==> src/rtl/sequencer.sv <==
// Control-unit FSM for the basic 8-bit processor.
// Sequences fetch/decode/execute strobes for PC, IR, ACC/ALU and memory.
module sequencer #(
   parameter int WORD_W = 8,
   parameter int OP_W   = 3
) (
   input  logic            clock,
   input  logic            n_reset,
   input  logic [OP_W-1:0] op,
   input  logic            z_flag,
   input  logic            mem_wait,
   output logic            ACC_bus,
   output logic            load_ACC,
   output logic            PC_bus,
   output logic            load_PC,
   output logic            INC_PC,
   output logic            load_IR,
   output logic            Addr_bus,
   output logic            load_MAR,
   output logic            MDR_bus,
   output logic            load_MDR,
   output logic            CS,
   output logic            R_NW,
   output logic            ALU_ACC,
   output logic            ALU_add,
   output logic            ALU_sub
);

   localparam logic [OP_W-1:0] OP_LOAD  = OP_W'(0);
   localparam logic [OP_W-1:0] OP_STORE = OP_W'(1);
   localparam logic [OP_W-1:0] OP_ADD   = OP_W'(2);
   localparam logic [OP_W-1:0] OP_SUB   = OP_W'(3);
   localparam logic [OP_W-1:0] OP_BNE   = OP_W'(4);

   typedef enum logic [3:0] {
      FETCH0, FETCH1, FETCH2, DECODE,
      RD0, RD1, ST0, ST1, BR0
   } state_t;

   typedef struct packed {
      logic acc_bus;
      logic load_acc;
      logic pc_bus;
      logic load_pc;
      logic inc_pc;
      logic load_ir;
      logic addr_bus;
      logic load_mar;
      logic mdr_bus;
      logic load_mdr;
      logic cs;
      logic r_nw;
      logic alu_acc;
      logic alu_add;
      logic alu_sub;
   } ctl_t;

   state_t state_q, state_d;
   ctl_t   ctl_q;

   // Outputs are registered from the decode of the state being entered,
   // so they always match the current state without a decode after the flops.
   function automatic ctl_t decode(input state_t s, input logic [OP_W-1:0] o);
      ctl_t c;
      c = '0;
      case (s)
         FETCH0: begin
            c.pc_bus   = 1'b1;
            c.load_mar = 1'b1;
            c.inc_pc   = 1'b1;
            c.load_pc  = 1'b1;
         end
         FETCH1, RD0: begin
            c.cs   = 1'b1;
            c.r_nw = 1'b1;
         end
         FETCH2: begin
            c.mdr_bus = 1'b1;
            c.load_ir = 1'b1;
         end
         DECODE: begin
            c.addr_bus = 1'b1;
            c.load_mar = 1'b1;
         end
         RD1: begin
            c.mdr_bus  = 1'b1;
            c.load_acc = 1'b1;
            c.alu_acc  = (o == OP_ADD) || (o == OP_SUB);
            c.alu_add  = (o == OP_ADD);
            c.alu_sub  = (o == OP_SUB);
         end
         ST0: begin
            c.acc_bus  = 1'b1;
            c.load_mdr = 1'b1;
         end
         ST1: c.cs = 1'b1;
         BR0: begin
            c.addr_bus = 1'b1;
            c.load_pc  = 1'b1;
         end
         default: c = '0;
      endcase
      return c;
   endfunction

   always_comb begin
      state_d = FETCH0;
      case (state_q)
         FETCH0: state_d = FETCH1;
         FETCH1: state_d = mem_wait ? FETCH1 : FETCH2;
         FETCH2: state_d = DECODE;
         DECODE: begin
            if (op == OP_STORE)
               state_d = ST0;
            else if (op == OP_LOAD || op == OP_ADD || op == OP_SUB)
               state_d = RD0;
            else if (op == OP_BNE && !z_flag)
               state_d = BR0;
            else
               state_d = FETCH0;
         end
         RD0:     state_d = mem_wait ? RD0 : RD1;
         RD1:     state_d = FETCH0;
         ST0:     state_d = ST1;
         ST1:     state_d = mem_wait ? ST1 : FETCH0;
         BR0:     state_d = FETCH0;
         default: state_d = FETCH0;
      endcase
   end

   always_ff @(posedge clock) begin
      if (!n_reset) begin
         state_q <= FETCH0;
         ctl_q   <= decode(FETCH0, op);
      end else begin
         state_q <= state_d;
         ctl_q   <= decode(state_d, op);
      end
   end

   assign ACC_bus  = ctl_q.acc_bus;
   assign load_ACC = ctl_q.load_acc;
   assign PC_bus   = ctl_q.pc_bus;
   assign load_PC  = ctl_q.load_pc;
   assign INC_PC   = ctl_q.inc_pc;
   assign load_IR  = ctl_q.load_ir;
   assign Addr_bus = ctl_q.addr_bus;
   assign load_MAR = ctl_q.load_mar;
   assign MDR_bus  = ctl_q.mdr_bus;
   assign load_MDR = ctl_q.load_mdr;
   assign CS       = ctl_q.cs;
   assign R_NW     = ctl_q.r_nw;
   assign ALU_ACC  = ctl_q.alu_acc;
   assign ALU_add  = ctl_q.alu_add;
   assign ALU_sub  = ctl_q.alu_sub;

endmodule

==> config.mk <==
export PLATFORM = sky130hd
export DESIGN_NAME = sequencer
export DESIGN_NICKNAME = d
export VERILOG_FILES = /design/src/rtl/sequencer.sv
export SDC_FILE = /design/constraint.sdc
export NUM_CORES = 1
export LEC_CHECK = 0
export ABC_AREA = 1
export CORE_MARGIN = 2
export CORE_UTILIZATION = 43
export DETAILED_ROUTE_END_ITERATION = 10
export HOLD_SLACK_MARGIN = 0.08
export PLACE_DENSITY = 0.71
export REMOVE_ABC_BUFFERS = 1
export SYNTH_ARGS = -nofsm -noshare
export SYNTH_HDL_FRONTEND = slang
export SYNTH_SLANG_ARGS = --single-unit
==> constraint.sdc <==
create_clock -name clock -period 1.24 [get_ports clock]
set_input_delay 0.372 -clock clock [delete_from_list [all_inputs] [get_ports clock]]
set_output_delay 0.372 -clock clock [all_outputs]
set_load 0.01 [all_outputs]
### Word level (Yosys, flattened, before mapping)

Index checks and enable logic that the tools add are counted.

| storage, ports and cells | value |
|---|---|
| register bits after elaboration | 17 |
| bits of input ports | 7 |
| output and inout bits | 15 |
| logic and storage cells | 64 |

| cells by class | value |
|---|---|
| equal/unequal tests | 18 |
| muxes and demuxes | 17 |
| reductions and logical operators | 15 |

Operators by type and width:

| operator | count |
|---|---|
| $eq A4 B3 Y1 const B | 7 |
| $pmux W4 S7 | 1 |
| $eq A4 B2 Y1 const B | 4 |
| $mux W4 | 3 |
| $mux W1 | 11 |
| $reduce_or A2 Y1 | 5 |
| $eq A4 B1 Y1 const B | 2 |
| $logic_not A4 Y1 | 2 |
| $eq A3 B2 Y1 const B | 2 |
| $eq A4 B4 Y1 const B | 1 |
| $eq A3 B1 Y1 const B | 1 |
| $eq A3 B3 Y1 const B | 1 |
| $logic_not A3 Y1 | 1 |
| $logic_or A1 B1 Y1 | 3 |
| $mux W3 | 1 |
| $reduce_or A3 Y1 | 1 |
| $mux W2 | 1 |
| $reduce_and A2 Y1 | 1 |
| $logic_and A1 B1 Y1 | 1 |
| $logic_not A1 Y1 | 1 |

### Logic depth before layout (Yosys ltp)

Gate-level depths: netlist of run 1.

| depth | value |
|---|---|
| depth after elaboration | 9 |
| mapped depth | 10 |
| depth with buffers taken out | 10 |

### Least setup slack after synthesis of run 1

Ideal clock, no wire load.

| timing | value |
|---|---|
| kind | input-to-reg |
| start | input port mem_wait |
| end | register ctl_q, in the netlist CS |
| setup time | 0.114 ns |
| data arrival time | 0.995 ns |
| setup slack | 0.131 ns |
| stages | 9 |
| path buffers | 0 |
| cell sequence | inv_1 > nand2_2 > nand3_2 > nand3_1 > inv_1 > nand3_1 > nand2_1 > nand2_1 > nand2_1 |

| between the ends | value |
|---|---|
| word-level cells in the longest chain between the ends | 5 |
| elaborated cells between the ends (all ways) | 9 |

RTL lines:

| item | RTL line | RTL |
|---|---|---|
| start: declaration | 11 | `input logic mem_wait,` |
| $mux W3 (tied with other cells) | 125 | `ST1: state_d = mem_wait ? ST1 : FETCH0;` |
| $pmux W4 S7 * | 108 | `case (state_q)` |
| $eq A4 B3 Y1 / $eq A4 B1 Y1 (equally long branches) | 66 | `case (s)` |
| $reduce_or A3 Y1 (no source line) * | -- |  |
| $mux W1 * | 66 |  |
| end signal: assignment | 134 | `ctl_q <= decode(FETCH0, op);` |
| end signal: assignment | 137 | `ctl_q <= decode(state_d, op);` |
| end: declaration | 59 | `ctl_t ctl_q;` |

Every way passes the cells marked *; elsewhere a longest branch is shown, timed or not.
A chain may end at the register's enable or synchronous reset.

### Final worst setup path of run 1

| timing | value |
|---|---|
| start | input port z_flag |
| end | register ctl_q, in the netlist CS |

| between the ends | value |
|---|---|
| word-level cells in the longest chain between the ends | 9 |
| elaborated cells between the ends (all ways) | 11 |

RTL lines:

| item | RTL line | RTL |
|---|---|---|
| start: declaration | 10 | `input logic z_flag,` |
| $logic_not A1 Y1 * | 117 | `else if (op == OP_BNE && !z_flag)` |
| $logic_and A1 B1 Y1 * | 117 |  |
| $mux W4 * | 117 |  |
| $mux W4 * | 115 | `else if (op == OP_LOAD \|\| op == OP_ADD \|\| op == OP_SUB)` |
| $mux W4 * | 113 | `if (op == OP_STORE)` |
| $pmux W4 S7 * | 108 |  |
| $eq A4 B3 Y1 / $eq A4 B1 Y1 (equally long branches) | 66 |  |
| $reduce_or A3 Y1 (no source line) * | -- |  |
| $mux W1 * | 66 |  |

Marked as above.

==> results of run 1 <==
==> power by group <==
part / switching (W) / internal (W)
clock network: 0.000168 / 0.000125
registers: 0.0000227 / 0.000582
logic: 0.000136 / 0.000105
total: 0.000326 / 0.000812
==> metal layers <==
layer | vias to the layer above | GRT usage (%)
met3 | 5 | 2.50
li1 | 330 | -
met5 | - | 0
met4 | 0 | 12.7
met2 | 31 | 30.3
met1 | 307 | 19.8
==> cell usage after synthesis (2+ instances only) <==
cell     count  area share, %
a21oi_1      2            1.5
inv_1       16            8.8
nand4_1      2            1.8
nand3_2      3            4.4
dfxtp_1     17             50
nand2_1     13            7.2
buf_4        3            3.3
nand3_1     10            7.3
nor2_1      11            6.1
nand2_2      2            1.8
nor2_2       4            3.7
==> cells by family after synthesis <==
| kind of cell | share of synthesized area, % |
|---|---|
| compound gates | 3.49 |
| buf+inv | 12.7 |
| flops | 49.9 |
| simple gates | 33.9 |
==> through the flow <==
stage | util (%) | setup TNS [ps]
after global routing | 70.0 | -243
final | 70.0 | -94.8
after global placement | 62.8 | -3860
after detailed placement | 62.8 | -4150
after floorplan | - | 0
after CTS | 67.6 | -0.463
==> worst min-delay path by stage <==
stage,from,depth (start not counted),end,slack [ps]
after floorplan,n_reset,1,INC_PC,440
after global placement,state_q[1],2,CS,540
after detailed placement,state_q[1],2,CS,540
after CTS,op[0],2,ALU_add,410
after global routing,op[0],2,ALU_add,420
final,op[0],2,ALU_add,410
==> critical path, cell delays in order <==
cell and delay, ps:
clkdlybuf4s50_1 410, nor2_1 100, nand3_1 130, nor2_4 170, nor2_4 60, nand3_2 70
nand2_1 60, nand2_1 80, nand2_1 50
==> layout make-up <==
class / count / area share [%]
timing repair buffer: 32 / 23.0
tap: 16 / 1.92
inverter: 17 / 6.12
multi-input combinational: 50 / 32.7
clock buffer: 4 / 2.52
sequential: 17 / 33.7
==> repair_timing <==
action                                 CTS  global route
endpoints found under the hold margin    0             0
setup buffers                            2             3
pin swaps                                4             3
gates resized for setup                 46            29
setup endpoints to repair               20            21
==> impl_metrics.env, run 1 <==
export IMPL_tightest_slew_ps=190
export IMPL_fillCellCount=112
export IMPL_hold_viol=0
export IMPL_p_leak_nw=0.546
export IMPL_htree_levels=1
export IMPL_place_area_um2=935
export IMPL_cp_endpoint="CS"
export IMPL_max_freq_ghz=0.774
export IMPL_rsz0062_at_grt="true"
export IMPL_root_buffer="clkbuf_4"
export IMPL_crit_start="z_flag"
export IMPL_drc=0
export IMPL_gp_congestion=0.883
export IMPL_drv_slew=0
export IMPL_setup_viol_count_final=2
export IMPL_ys_warn_count=0
export IMPL_numCtsBuffers=3
export IMPL_ys_ff_latch=17
export IMPL_finalWorstSetupSlack_ps=-52.1
export IMPL_cts_tree="done"
export IMPL_hold_buffers=0
export IMPL_clkLatencyLatePin_ps=290
export IMPL_final_cell_mix="dfxtp_1 (12), inv_1 (12), nand2_1 (11), buf_4 (11), clkbuf_2 (10)"
export IMPL_timing_rr_start="state_q[2]"
export IMPL_pin_count=22
export IMPL_n_antenna_cell=0
export IMPL_grt_overflow=0
export IMPL_r2r_cells=9
export IMPL_initial_utilization_pct=45.8
export IMPL_postLayoutCellArea_um2=1040
export IMPL_cp_arrival_ps=1490
export IMPL_drive_above_1_share_pct=45.8
export IMPL_nNetsFinal=128
export IMPL_slew_headroom_pct=87.3
export IMPL_vias=673
export IMPL_dp_worst_setup_slack_ps=-446
export IMPL_required_ps=1440
export IMPL_wl_met1_um=730
export IMPL_synth_async_reset_ratio_pct=0
export IMPL_avgViaCountPerCell=4.95
export IMPL_die_y_um=43.8
export IMPL_pwr_density_cell_nw_per_um2=1090
export IMPL_grt_use_total_pct=17.7
export IMPL_clkSlewWorstSetupHoldPaths_ps=90
export IMPL_min_period_ps=1290
export IMPL_clk_path_buf_depth=2
export IMPL_syn_area_um2=682
export IMPL_die_area_um2=1920
export IMPL_die_w_um=43.8
export IMPL_first_pass_iters=4
export IMPL_synth_cell_types=15
export IMPL_finalClockSkew_ps=2.35
export IMPL_synth_main_ff_cell="dfxtp_1"
export IMPL_cp_start_kind="input pin"
export IMPL_wire_per_inst_um=12.3
export IMPL_violations="setup timing"
export IMPL_reg2reg_slack_ps=-20
export IMPL_dp_hpwl_um=1080
export IMPL_wl_met2_um=810
export IMPL_regMostFlops="state_q"
export IMPL_ys_seq_area_share_pct=49.9
export IMPL_ir_drop_mv=0.718
export IMPL_syn_area_per_cell_um2=7.84
export IMPL_outcome="complete, but fails checks"
export IMPL_portBuffers=21
export IMPL_grt_pass1_vias=615
export IMPL_grt_pass1_wl_um=2450
export IMPL_crit_type="input pin to flop"
export IMPL_grt_max_degree=10
export IMPL_placed_cells=127
export IMPL_core_um2=1490
export IMPL_path_max_fanout=2
export IMPL_drt_wl_total_um=1670
export IMPL_drt_iter0_markers=17
export IMPL_end_kind="flop"
export IMPL_routed_top_layer="met4"
export IMPL_rows=14
export IMPL_netlist_instances=87
export IMPL_power_w=0.00114
export IMPL_hold_path_class="input pin to flop"
export IMPL_multi_input_area_um2=340
export IMPL_ant_nets=0
export IMPL_synth_edff_count=0
export IMPL_clkSinkCount=17
export IMPL_stdcell_count=136
export IMPL_rr_endpoint="CS"
export IMPL_post_route_period_util_pct=104
export IMPL_whs_ps=405
export IMPL_largest_reg_flops=4
export IMPL_dr_wl_met3_um=92
export IMPL_max_cap_violations=0
export IMPL_antenna_found_initial=0
export IMPL_synthToLayoutAreaGrowth_pct=52.8
export IMPL_seqCellArea_um2=352
Power figures use the tool's default switching activity.
==> run 2: changes to the inputs <==
--- a/config.mk
+++ b/config.mk
@@ -6,11 +6,14 @@
 export NUM_CORES = 1
 export LEC_CHECK = 0
 export ABC_AREA = 1
+export CELL_PAD_IN_SITES_DETAIL_PLACEMENT = 1
+export CELL_PAD_IN_SITES_GLOBAL_PLACEMENT = 1
+export CORE_ASPECT_RATIO = 1.4
 export CORE_MARGIN = 2
-export CORE_UTILIZATION = 43
+export CORE_UTILIZATION = 31
 export DETAILED_ROUTE_END_ITERATION = 10
 export HOLD_SLACK_MARGIN = 0.08
-export PLACE_DENSITY = 0.71
+export PLACE_DENSITY = 0.72
 export REMOVE_ABC_BUFFERS = 1
 export SYNTH_ARGS = -nofsm -noshare
 export SYNTH_HDL_FRONTEND = slang
==> impl_metrics.env, run 2 (synthesis gave the netlist of run 1 again) <==
export IMPL_outcome="complete, but fails checks"
export IMPL_violations="setup timing"
export IMPL_ir_drop_mv=0.641
export IMPL_finalClockSkew_ps=0.337
export IMPL_initial_utilization_pct=32.1
export IMPL_crit_type="flop to flop"
export IMPL_worstHoldPathCells=2
export IMPL_drt_wl_total_um=1890
export IMPL_gp_congestion=0.828
export IMPL_drive_above_1_share_pct=51.6
export IMPL_wire_per_inst_um=12.9
export IMPL_placed_cells=137
export IMPL_path_max_fanout=4
export IMPL_crit_cells=9
export IMPL_n_antenna_cell=0
export IMPL_antenna_found_initial=0
export IMPL_fillCellCount=265
export IMPL_pwr_density_cell_nw_per_um2=1040
export IMPL_cts_tree="done"
export IMPL_portBuffers=21
export IMPL_clkLatencyLatePin_ps=290
export IMPL_clk_path_buf_depth=2
export IMPL_die_area_um2=2600
export IMPL_final_cell_mix="buf_4 (14), inv_1 (12), nand2_1 (11)"
export IMPL_crit_top_cell="nand2_1"
export IMPL_drt_iter0_markers=7
export IMPL_grt_use_total_pct=16.4
export IMPL_vias=688
export IMPL_r2r_cells=9
export IMPL_slowest_delay_ps=350
export IMPL_whs_ps=396
export IMPL_end_kind="flop"
export IMPL_dp_hpwl_um=1400
export IMPL_post_route_period_util_pct=101
export IMPL_critPathBufInv=1
export IMPL_crit_family="simple AND/OR/NAND/NOR gates"
export IMPL_grt_overflow=0
export IMPL_critPathSlowestCell="dfxtp_2"
export IMPL_setup_viol_count_final=2
export IMPL_cp_start_kind="flop"
export IMPL_numCtsBuffers=3
export IMPL_hold_path_class="input pin to flop"
export IMPL_die_w_um=43.6
export IMPL_rows=20
export IMPL_largest_reg_flops=4
export IMPL_slew_headroom_pct=86.6
export IMPL_regMostFlops="state_q"
export IMPL_utilization_pct=51.8
export IMPL_avgViaCountPerCell=4.71
export IMPL_pin_count=22
export IMPL_rsz0062_at_grt="true"
export IMPL_hold_viol=0
export IMPL_drv_slew=0
export IMPL_first_pass_iters=2
export IMPL_max_cap_violations=0
export IMPL_core_um2=2130
export IMPL_hold_buffers=0
export IMPL_min_period_ps=1250
export IMPL_root_buffer="clkbuf_4"
export IMPL_drc=0
export IMPL_cp_arrival_ps=1450
export IMPL_die_y_um=59.5
export IMPL_final_common_cell="buf_4"
export IMPL_grt_pass1_wl_um=3070
export IMPL_clkSinkCount=17
export IMPL_max_freq_ghz=0.800
export IMPL_ant_nets=0
export IMPL_nNetsFinal=132
export IMPL_stdcell_count=146
export IMPL_required_ps=1440
export IMPL_cp_cell_sequence="buf_6, nor2_4, nand2_1, a21oi_2, nor2_4, nand3_2, nand2_1, nand2_1, nand2_1"
export IMPL_p_leak_nw=0.570
export IMPL_grt_max_degree=11
export IMPL_synthToLayoutAreaGrowth_pct=61.7
export IMPL_tightest_slew_ps=201
export IMPL_htree_levels=1
export IMPL_grt_pass1_vias=721
export IMPL_finalWorstSetupSlack_ps=-9.37
export IMPL_clkSlewWorstSetupHoldPaths_ps=100
-- run 2: worst paths after layout --
| kind | start | to | slack [ps] |
|---|---|---|---|
| hold reg to reg | state_q[0] | load_IR | 640 |
| hold / removal | op[0] | ALU_add | 400 |
| setup reg to reg | state_q[2] | CS | -9 |
| setup / recovery | state_q[2] | CS | -9 |
-- run 2: timing repair --
action	in CTS	in global routing
buffers inserted	5	0
resized for setup	63	19
endpoints found under the setup margin	21	23
pin swaps	11	4
-- run 2: worst reg2reg max path, cell delays in order, from the launching register on --
cell and delay (ps):
dfxtp_2 350, buf_6 110, nor2_4 130, nand2_1 90
a21oi_2 170, nor2_4 70, nand3_2 70, nand2_1 50
nand2_1 70, nand2_1 50
-- run 2: layout make-up --
type	instances	area (um^2)	share of cell area, %
clock buffers	3	22.5	2.04
clock inverters	1	5.00	0.454
inverters	17	66.3	6.02
multi-input cells	50	355	32.2
flip-flops and latches	17	352	31.9
well taps	22	27.5	2.50
repair buffers	36	274	24.9
-- run 2: stage by stage --
| step | cell area [um^2] | power, W | worst slack [ps] | setup TNS (ps) |
|---|---|---|---|---|
| floorplan | 659 | 0.000713 | 131 | 0 |
| global placement | 972 | 0.000832 | -423 | -4180 |
| detailed placement | 972 | 0.000841 | -490 | -5000 |
| CTS | 1130 | 0.00115 | -15.8 | -36.2 |
| global route | 1100 | 0.00120 | -94.7 | -378 |
| finish | 1100 | 0.00115 | -9.37 | -10.6 |
-- run 2: per-layer routing --
| layer | vias up | wire (um) | global-route usage (%) |
|---|---|---|---|
| met2 | 15 | 1090 | 30.5 |
| met1 | 329 | 705 | 17.8 |
| met4 | 0 | 29 | 7.79 |
| met5 | - | 0 | 0 |
| met3 | 4 | 60 | 2.13 |
| li1 | 340 | - | - |
-- run 2: report_power, final --
| group | internal (W) | switching [W] | total [W] |
|---|---|---|---|
| clock network | 0.000120 | 0.000176 | 0.000296 |
| registers | 0.000583 | 0.0000194 | 0.000602 |
| logic | 0.000112 | 0.000140 | 0.000252 |
